`config.mk`:
```
export PLATFORM = sky130hd
export DESIGN_NAME = enigma_step_ctrl
export DESIGN_NICKNAME = d
export VERILOG_FILES = /design/src/rtl/enigma_pkg.sv /design/src/rtl/enigma_pos_ctr.sv /design/src/rtl/enigma_step_ctrl.sv
export SDC_FILE = /design/constraint.sdc
export NUM_CORES = 1
export LEC_CHECK = 0
export CAP_MARGIN = 20
export CORE_ASPECT_RATIO = 1.75
export CORE_MARGIN = 3
export CORE_UTILIZATION = 35
export CTS_CLUSTER_DIAMETER = 80
export DETAILED_ROUTE_END_ITERATION = 6
export MAX_ROUTING_LAYER = met4
export PLACE_DENSITY = 0.79
export SYNTH_ARGS = -nofsm -noshare
export SYNTH_HDL_FRONTEND = slang
export SYNTH_SLANG_ARGS = --single-unit
export TNS_END_PERCENT = 50
```
`constraint.sdc`:
```
create_clock -name clk -period 3.2 [get_ports clk]
set_clock_uncertainty 0.15 [all_clocks]
set_input_delay 0.48 -clock clk [delete_from_list [all_inputs] [get_ports clk]]
set_output_delay 0.48 -clock clk [all_outputs]
set_load 0.005 [all_outputs]
```
`src/rtl/enigma_pkg.sv`:
```
// Shared letter type, FSM state encoding and rotor constants for the Enigma stepping controller.
`timescale 1ns/1ps
package enigma_pkg;

    localparam int unsigned LETTER_W        = 5;
    localparam int unsigned ALPHA           = 26;
    localparam int unsigned NOTCH_R_DEFAULT = 21;
    localparam int unsigned NOTCH_M_DEFAULT = 4;

    typedef logic [LETTER_W-1:0] letter_t;

    localparam letter_t LAST_LETTER = letter_t'(ALPHA - 1);

    typedef enum logic [2:0] {
        StInit,
        StIdle,
        StLoad,
        StStep,
        StEmit
    } state_e;

    // Out-of-range letter codes collapse to A rather than poisoning the rotors.
    function automatic letter_t clamp_letter(letter_t v);
        return (v > LAST_LETTER) ? '0 : v;
    endfunction

    function automatic letter_t next_letter(letter_t v);
        return (v >= LAST_LETTER) ? '0 : v + letter_t'(1);
    endfunction

endpackage

```
`src/rtl/enigma_pos_ctr.sv`:
```
// Mod-26 rotor position shadow counter with synchronous load; load has priority over increment.
`timescale 1ns/1ps
module enigma_pos_ctr
    import enigma_pkg::*;
(
    input  logic    clk,
    input  logic    rst,
    input  logic    load,
    input  letter_t load_val,
    input  logic    inc,
    output letter_t pos
);

    letter_t pos_q, pos_d;

    always_comb begin
        pos_d = pos_q;
        if (load) begin
            pos_d = load_val;
        end else if (inc) begin
            pos_d = next_letter(pos_q);
        end
    end

    always_ff @(posedge clk or posedge rst) begin
        if (rst) begin
            pos_q <= '0;
        end else begin
            pos_q <= pos_d;
        end
    end

    assign pos = pos_q;

endmodule

```
`src/rtl/enigma_step_ctrl.sv`:
```
// Enigma rotor stepping controller: accepts keypresses, steps rotors with the double-step
// anomaly, forwards the letter to the rotor chain and keeps shadow copies of rotor positions.
`timescale 1ns/1ps
module enigma_step_ctrl
    import enigma_pkg::*;
#(
    parameter int unsigned NOTCH_R = NOTCH_R_DEFAULT,
    parameter int unsigned NOTCH_M = NOTCH_M_DEFAULT
) (
    input  logic                  clk,
    input  logic                  rst,
    input  logic                  load_req,
    input  logic [LETTER_W-1:0]   start_r,
    input  logic [LETTER_W-1:0]   start_m,
    input  logic [LETTER_W-1:0]   start_l,
    input  logic                  key_valid,
    input  logic [LETTER_W-1:0]   key_in,
    output logic                  key_ready,
    output logic                  char_valid,
    output logic [LETTER_W-1:0]   char_out,
    input  logic                  char_ready,
    output logic [2:0]            rotor_en,
    output logic [2:0]            rotor_load,
    output logic [2:0]            rotor_inc,
    output logic                  ld_sel,
    output logic [3*LETTER_W-1:0] ld_val,
    output logic [LETTER_W-1:0]   pos_r,
    output logic [LETTER_W-1:0]   pos_m,
    output logic [LETTER_W-1:0]   pos_l,
    output logic                  key_err
);

    localparam letter_t NotchR = letter_t'(NOTCH_R);
    localparam letter_t NotchM = letter_t'(NOTCH_M);

    state_e  state_q, state_d;
    letter_t key_q, key_d;

    logic       key_take;
    logic       key_good;
    logic       notch_r_hit;
    logic       notch_m_hit;
    logic [2:0] step_mask;

    // A pending load request masks the keyboard so a load always wins the tie.
    assign key_take = (state_q == StIdle) && !load_req && key_valid;
    assign key_good = key_in <= LAST_LETTER;

    assign notch_r_hit = (pos_r == NotchR);
    assign notch_m_hit = (pos_m == NotchM);
    // Middle rotor steps on its own notch too: the historical double step.
    assign step_mask   = {notch_m_hit, notch_r_hit | notch_m_hit, 1'b1};

    always_ff @(posedge clk or posedge rst) begin
        if (rst) begin
            state_q <= StInit;
            key_q   <= '0;
        end else begin
            state_q <= state_d;
            key_q   <= key_d;
        end
    end

    always_comb begin
        state_d = state_q;
        key_d   = key_q;
        unique case (state_q)
            StInit, StLoad: state_d = StIdle;
            StIdle: begin
                if (load_req) begin
                    state_d = StLoad;
                end else if (key_take && key_good) begin
                    key_d   = key_in;
                    state_d = StStep;
                end
            end
            StStep: state_d = StEmit;
            StEmit: begin
                if (char_ready) begin
                    state_d = StIdle;
                end
            end
            default: state_d = StInit;
        endcase
    end

    always_comb begin
        rotor_en   = '0;
        rotor_load = '0;
        rotor_inc  = '0;
        ld_sel     = 1'b0;
        ld_val     = '0;
        key_ready  = 1'b0;
        key_err    = 1'b0;
        char_valid = 1'b0;
        char_out   = '0;
        unique case (state_q)
            StInit: begin
                rotor_en   = 3'b111;
                rotor_load = 3'b111;
                ld_sel     = 1'b1;
            end
            StLoad: begin
                rotor_en   = 3'b111;
                rotor_load = 3'b111;
                ld_sel     = 1'b1;
                ld_val     = {clamp_letter(start_l), clamp_letter(start_m), clamp_letter(start_r)};
            end
            StIdle: begin
                key_ready = !load_req;
                key_err   = key_take && !key_good;
            end
            StStep: begin
                rotor_en  = step_mask;
                rotor_inc = step_mask;
            end
            StEmit: begin
                char_valid = 1'b1;
                char_out   = key_q;
            end
            default: ;
        endcase
    end

    enigma_pos_ctr u_pos_r (
        .clk      (clk),
        .rst      (rst),
        .load     (rotor_load[0]),
        .load_val (ld_val[LETTER_W-1:0]),
        .inc      (rotor_inc[0]),
        .pos      (pos_r)
    );

    enigma_pos_ctr u_pos_m (
        .clk      (clk),
        .rst      (rst),
        .load     (rotor_load[1]),
        .load_val (ld_val[2*LETTER_W-1:LETTER_W]),
        .inc      (rotor_inc[1]),
        .pos      (pos_m)
    );

    enigma_pos_ctr u_pos_l (
        .clk      (clk),
        .rst      (rst),
        .load     (rotor_load[2]),
        .load_val (ld_val[3*LETTER_W-1:2*LETTER_W]),
        .inc      (rotor_inc[2]),
        .pos      (pos_l)
    );

    ap_ld_sel_full: assert property (@(posedge clk) disable iff (rst)
        ld_sel |-> (rotor_load == 3'b111));
    ap_char_out_idle: assert property (@(posedge clk) disable iff (rst)
        !char_valid |-> (char_out == '0));
    ap_pos_range: assert property (@(posedge clk) disable iff (rst)
        (pos_r <= LAST_LETTER) && (pos_m <= LAST_LETTER) && (pos_l <= LAST_LETTER));

endmodule

```
# Word level (Yosys, flattened, before mapping)
# Index checks and enable logic that the tools add are counted.
# totals
ff_bits	23
output_inout_bits	48
elab_cells	63
# classes
add_sub_neg	3
order_cmp	7
n_eq_ne	8
muxes	25
bitwise	2
reduce_logical	13
# ops
op	n
5-bit 2-to-1 mux	13
5-bit by 1-bit adder with 5-bit output (second input constant)	3
5-bit >= comparator (second input constant)	3
5-bit greater-than comparator (second input constant)	3
15-bit 2-to-1 mux	1
3-bit 2-to-1 mux	5
3-bit one-hot mux with 4 select lines	1
3-bit by 2-bit equality test with 1-bit output (second input constant)	2
3-bit one-hot mux with 2 select lines	1
2-bit nonzero test	3
5-bit by 3-bit equality test with 1-bit output (second input constant)	1
5-bit equality test (second input constant)	1
5-bit less-or-equal comparator (second input constant)	1
1-bit logical AND	4
1-bit 2-to-1 mux	4
3-bit by 1-bit equality test with 1-bit output (second input constant)	1
3-bit equality test (second input constant)	1
3-bit logical NOT	1
3-bit by 2-bit != test with 1-bit output (second input constant)	1
3-bit AND reduction	1
1-bit logical NOT	2
2-bit != test (second input constant)	1
2-bit AND reduction	1
2-bit OR reduction	1
other kinds (2)	2

# Depth between registers and ports, before layout
# depth
depth_word	7
mapped_depth	7

# By module
# A second synthesis with hierarchy kept.
# unflattened
hier_cells	204
hier_area_um2	1786.7
# modules_own_cells
mod	n_inst	cells_per_inst	area_per_inst_um2	seq_area_each_um2
enigma_pos_ctr	3	41	359.1	125.1
enigma_step_ctrl	1	81	709.4	200.2

# Least setup slack after synthesis
# No wires, ideal clock.
# synth_timing
path_kind	register -> output
from	register u_pos_m.pos_q[0], in the netlist u_pos_m.pos[0]
to	output port rotor_en[1]
arrival_time_ns	1.285
t_required_ns	2.570
setup_slack_ns	1.285
stages_incl_launch_ff	7
cell_sequence	dfrtp_1 inv_1 ha_1 nand4bb_1 a21oi_2 or2_1 buf_4
# synth_via
elab_chain_cells	3
# synth_rtl
element	line	text
from (decl)	enigma_pos_ctr.sv:14	letter_t pos_q, pos_d;
from (signal assigned)	enigma_pos_ctr.sv:29	pos_q <= pos_d;
5-bit by 3-bit equality test with 1-bit output	enigma_step_ctrl.sv:50	assign notch_m_hit = (pos_m == NotchM);
1-bit bitwise OR	enigma_step_ctrl.sv:52	assign step_mask = {notch_m_hit, notch_r_hit | notch_m_hit, 1'b1};
3-bit one-hot mux with 2 select lines	enigma_step_ctrl.sv:97	unique case (state_q)
to (decl)	enigma_step_ctrl.sv:22	output logic [2:0] rotor_en,
# No other way between the ends.

# Worst setup path in the final report
# layout_timing
from	register u_pos_m.pos_q[1], in the netlist u_pos_m.pos[1]
to	output port rotor_en[1]
# Same word-level chain as after synthesis.

==> out/summary.txt <==
Cts hold-fix bufs: 0
P_int: 1231 uW
Pleak: 0.001038 uW
Switching power: 820.7 uW
Fin nets: 280
CTS tree: built
Synth Flop Type: dfrtp_1
Synth Area in XOR/XNOR: 0%
Die span in y: 97.39 um
Antenna Violating Nets Remaining: 0
Cell Pwr Density: 842.5 mW/mm^2
Max Cap Violations: 0
Row count: 32
Setup CP Type: reg2out
Via count: 1614
Die width: 58.22 um
Vias in the first global route: 1620
Slew @ Worst Pin: 0.9138 ns
Synth Area in Simple Gates: 24.64%
RSZ-0062 raised after global routing: no
# setup viols final: 0
Initial core utilization: 36.92%
Area post-placement: 0.002389 mm^2
Register area: 575.6 um^2
Logic pwr share: 59.6%
Multi-input gate area: 944.7 um^2
GRT Total Usage: 16.28%
Initial drt markers: 27
Setup_tns: 0 ns
DP Cell Count: 294
Top post-synthesis cells by area: dfrtp_1 (34%), ha_1 (5.2%), and3_1 (4.5%)
IO Count: 73
Syn nets: 212
Core area: 0.004524 mm^2
H-tree depth: 1
Clock Latency Late Sink: 0.27 ns
Sequential-to-total area share from yosys stat: 34.46%
Max FO, Critical Path: 6
Residual DRC: 0
Total power draw: 2051 uW
Clock root buffer: clkbuf_8
Slew HR: 39.01%
Sequential power share: 31.4%
Initial antenna violation count: 0
Status: finished, final reports clean
Area Overhead vs Synth: 45.77%
Combinational family with the most area after synthesis: simple AND/OR/NAND/NOR gates
DR pass1 iterations: 4
Cell Area, Synth: 0.001670 mm^2
Post-synth ARST share: 100.0%
Cell variety after synth: 49
Clock share of power: 9.0%
RD Place Congestion: 0.8106
Number of cells produced by synthesis: 180
TritonCTS buffer count: 3
Avg Inst Size Synth: 9.280 um^2
Filler instances: 442
First-pass GRT wire length: 7245 um
Min-delay worst type: reg2reg
Worst Setup Start Kind: register
Req. time, crit path: 2.57 ns
Final Instance Area: 0.002435 mm^2
Synth Area in Compound Gates: 21.95%
Hpwl dp: 3480 um
Final Critical Period: 2.957 ns
Largest net degree at the start of global routing: 24
Max IR drop VDD: 0.0005436 V
Total global routing overflow: 0
Synthesis-stage register bit count: 23
Hold Fails Final Rpt: 0
Post-synth top area share: 34.46%
Mux cell area share after synthesis: 4.719%
Fmax: 338.2 MHz
# Post-CTS Setup Buffers: 0
PortBufs: 72
Switching part of the total: 40.00%
Final core occ: 53.82%
CTS Sinks: 23
CP endpoint kind: primary output
Via density: 5.416
EDFF count, synth: 0
Reg clk slew, reported paths: 0.09 ns
Final max-slew violation count: 0
Layout cells sized above 1: 9.312%
WL/cell: 14.77 um
YS warnings: 0
Routed wire length: 4400 um
Clock tree buffer depth: 2
Final period util: 92.40%
Non-filler cells, final: 298
Largest area contributor in the netlist: dfrtp_1
Ant. Diodes: 0
CP arrival: 2.33 ns
Post-CTS resize count: 0
Die footprint: 0.005670 mm^2
Synth Area in Adders: 5.243%
==> power by group through the flow <==
stage                     sequential [uW]  combinational (uW)  clock (uW)
after global routing                  676                1360         202
after floorplan                       579                 781           0
after detailed placement              648                1230           0
after global placement                646                1210           0
final                                 644                1220         185
after CTS                             645                1240         188
==> kinds of logic after synthesis <==
| family | Yosys count |
|---|---|
| AO/OA/AOI/OAI | 51 |
| adder cells (fa/ha/maj) | 7 |
| buffers and inverters | 28 |
| flip-flops | 23 |
| multiplexers | 7 |
| AND/OR/NAND/NOR | 64 |
==> area by class of cell <==
class	count	area share, %
Tap cell	51	2.621
Inverter	16	2.518
Clock inverter	1	0.2055
Clock buffer	3	1.696
Multi-Input combinational cell	129	38.80
Sequential cell	23	23.64
Timing Repair Buffer	75	30.52
==> metal layers <==
layer | track usage (%) | routed length [um] | vias up
li1 | - | - | 787
met1 | 17.15 | 1715 | 766
met2 | 30.31 | 2445 | 55
met3 | 2.394 | 198 | 6
met4 | 4.286 | 41 | 0
met5 | - | 0 | -
==> synth_stat cells (2+ instances only) <==
cell       number
nand2_1         8
nor4_1          2
mux2_1          2
and2_1          7
nor2_1          7
inv_1          15
nand2b_1        4
o221ai_1        5
o21bai_1        6
a21oi_1         6
o22ai_1         3
a2bb2oi_1       3
o211ai_1        2
nand3_1         5
o32ai_1         2
ha_1            7
o21ai_0        12
buf_2           2
nor3_1          6
a22o_1          3
buf_4           7
and3_1         12
mux2_2          5
buf_6           2
dfrtp_1        23
==> per-stage QoR <==
step	hold WS, ns	setup WS [ns]
CTS	0.3591	0.2339
global placement	0.3341	0.5409
detailed placement	0.3385	0.5412
floorplan	0.3204	1.285
finish	0.3568	0.2432
global route	0.3710	0.09712
==> layout by cell type, fill, tap and decap left out, types with 3 or more instances in the layout <==
cell type        count
a21oi_1              6
a22o_1               3
a2bb2oi_1            3
and2_1               7
and3_1              12
buf_4                3
clkbuf_8             3
clkdlybuf4s50_1     72
dfrtp_1             23
ha_1                 7
inv_1               15
mux2_2               5
nand2_1              8
nand2b_1             4
nand3_1              5
nor2_1               7
nor3_1               6
o21ai_0             12
o21bai_1             6
o221ai_1             5
o22ai_1              3
==> sequential cells by signal (all words and copies together), names as in the netlist <==
register / cells
u_pos_r.pos: 5
key_q: 5
u_pos_m.pos: 5
state_q: 3
u_pos_l.pos: 5
==> final timing paths <==
path	start	endpoint	slack, ns	depth (start not counted)
setup reg to reg	u_pos_m.pos[1]	u_pos_m.pos[0]	1.08	6
max in group asynchronous	rst	u_pos_l.pos[2]	1.78	2
hold / removal	key_q[4]	key_q[4]	0.36	1
setup / recovery	u_pos_m.pos[1]	rotor_en[1]	0.24	6
hold reg to reg	key_q[4]	key_q[4]	0.36	1
min in group asynchronous	rst	u_pos_r.pos[2]	0.55	2
==> critical path, cell delays in order, from the launching register on <==
cell	delay, ns
dfrtp_1	0.45
inv_1	0.11
ha_1	0.16
nand4bb_1	0.20
a21oi_2	0.31
or2_1	0.28
clkdlybuf4s50_1	0.55
(Power assumes the default switching activity.)
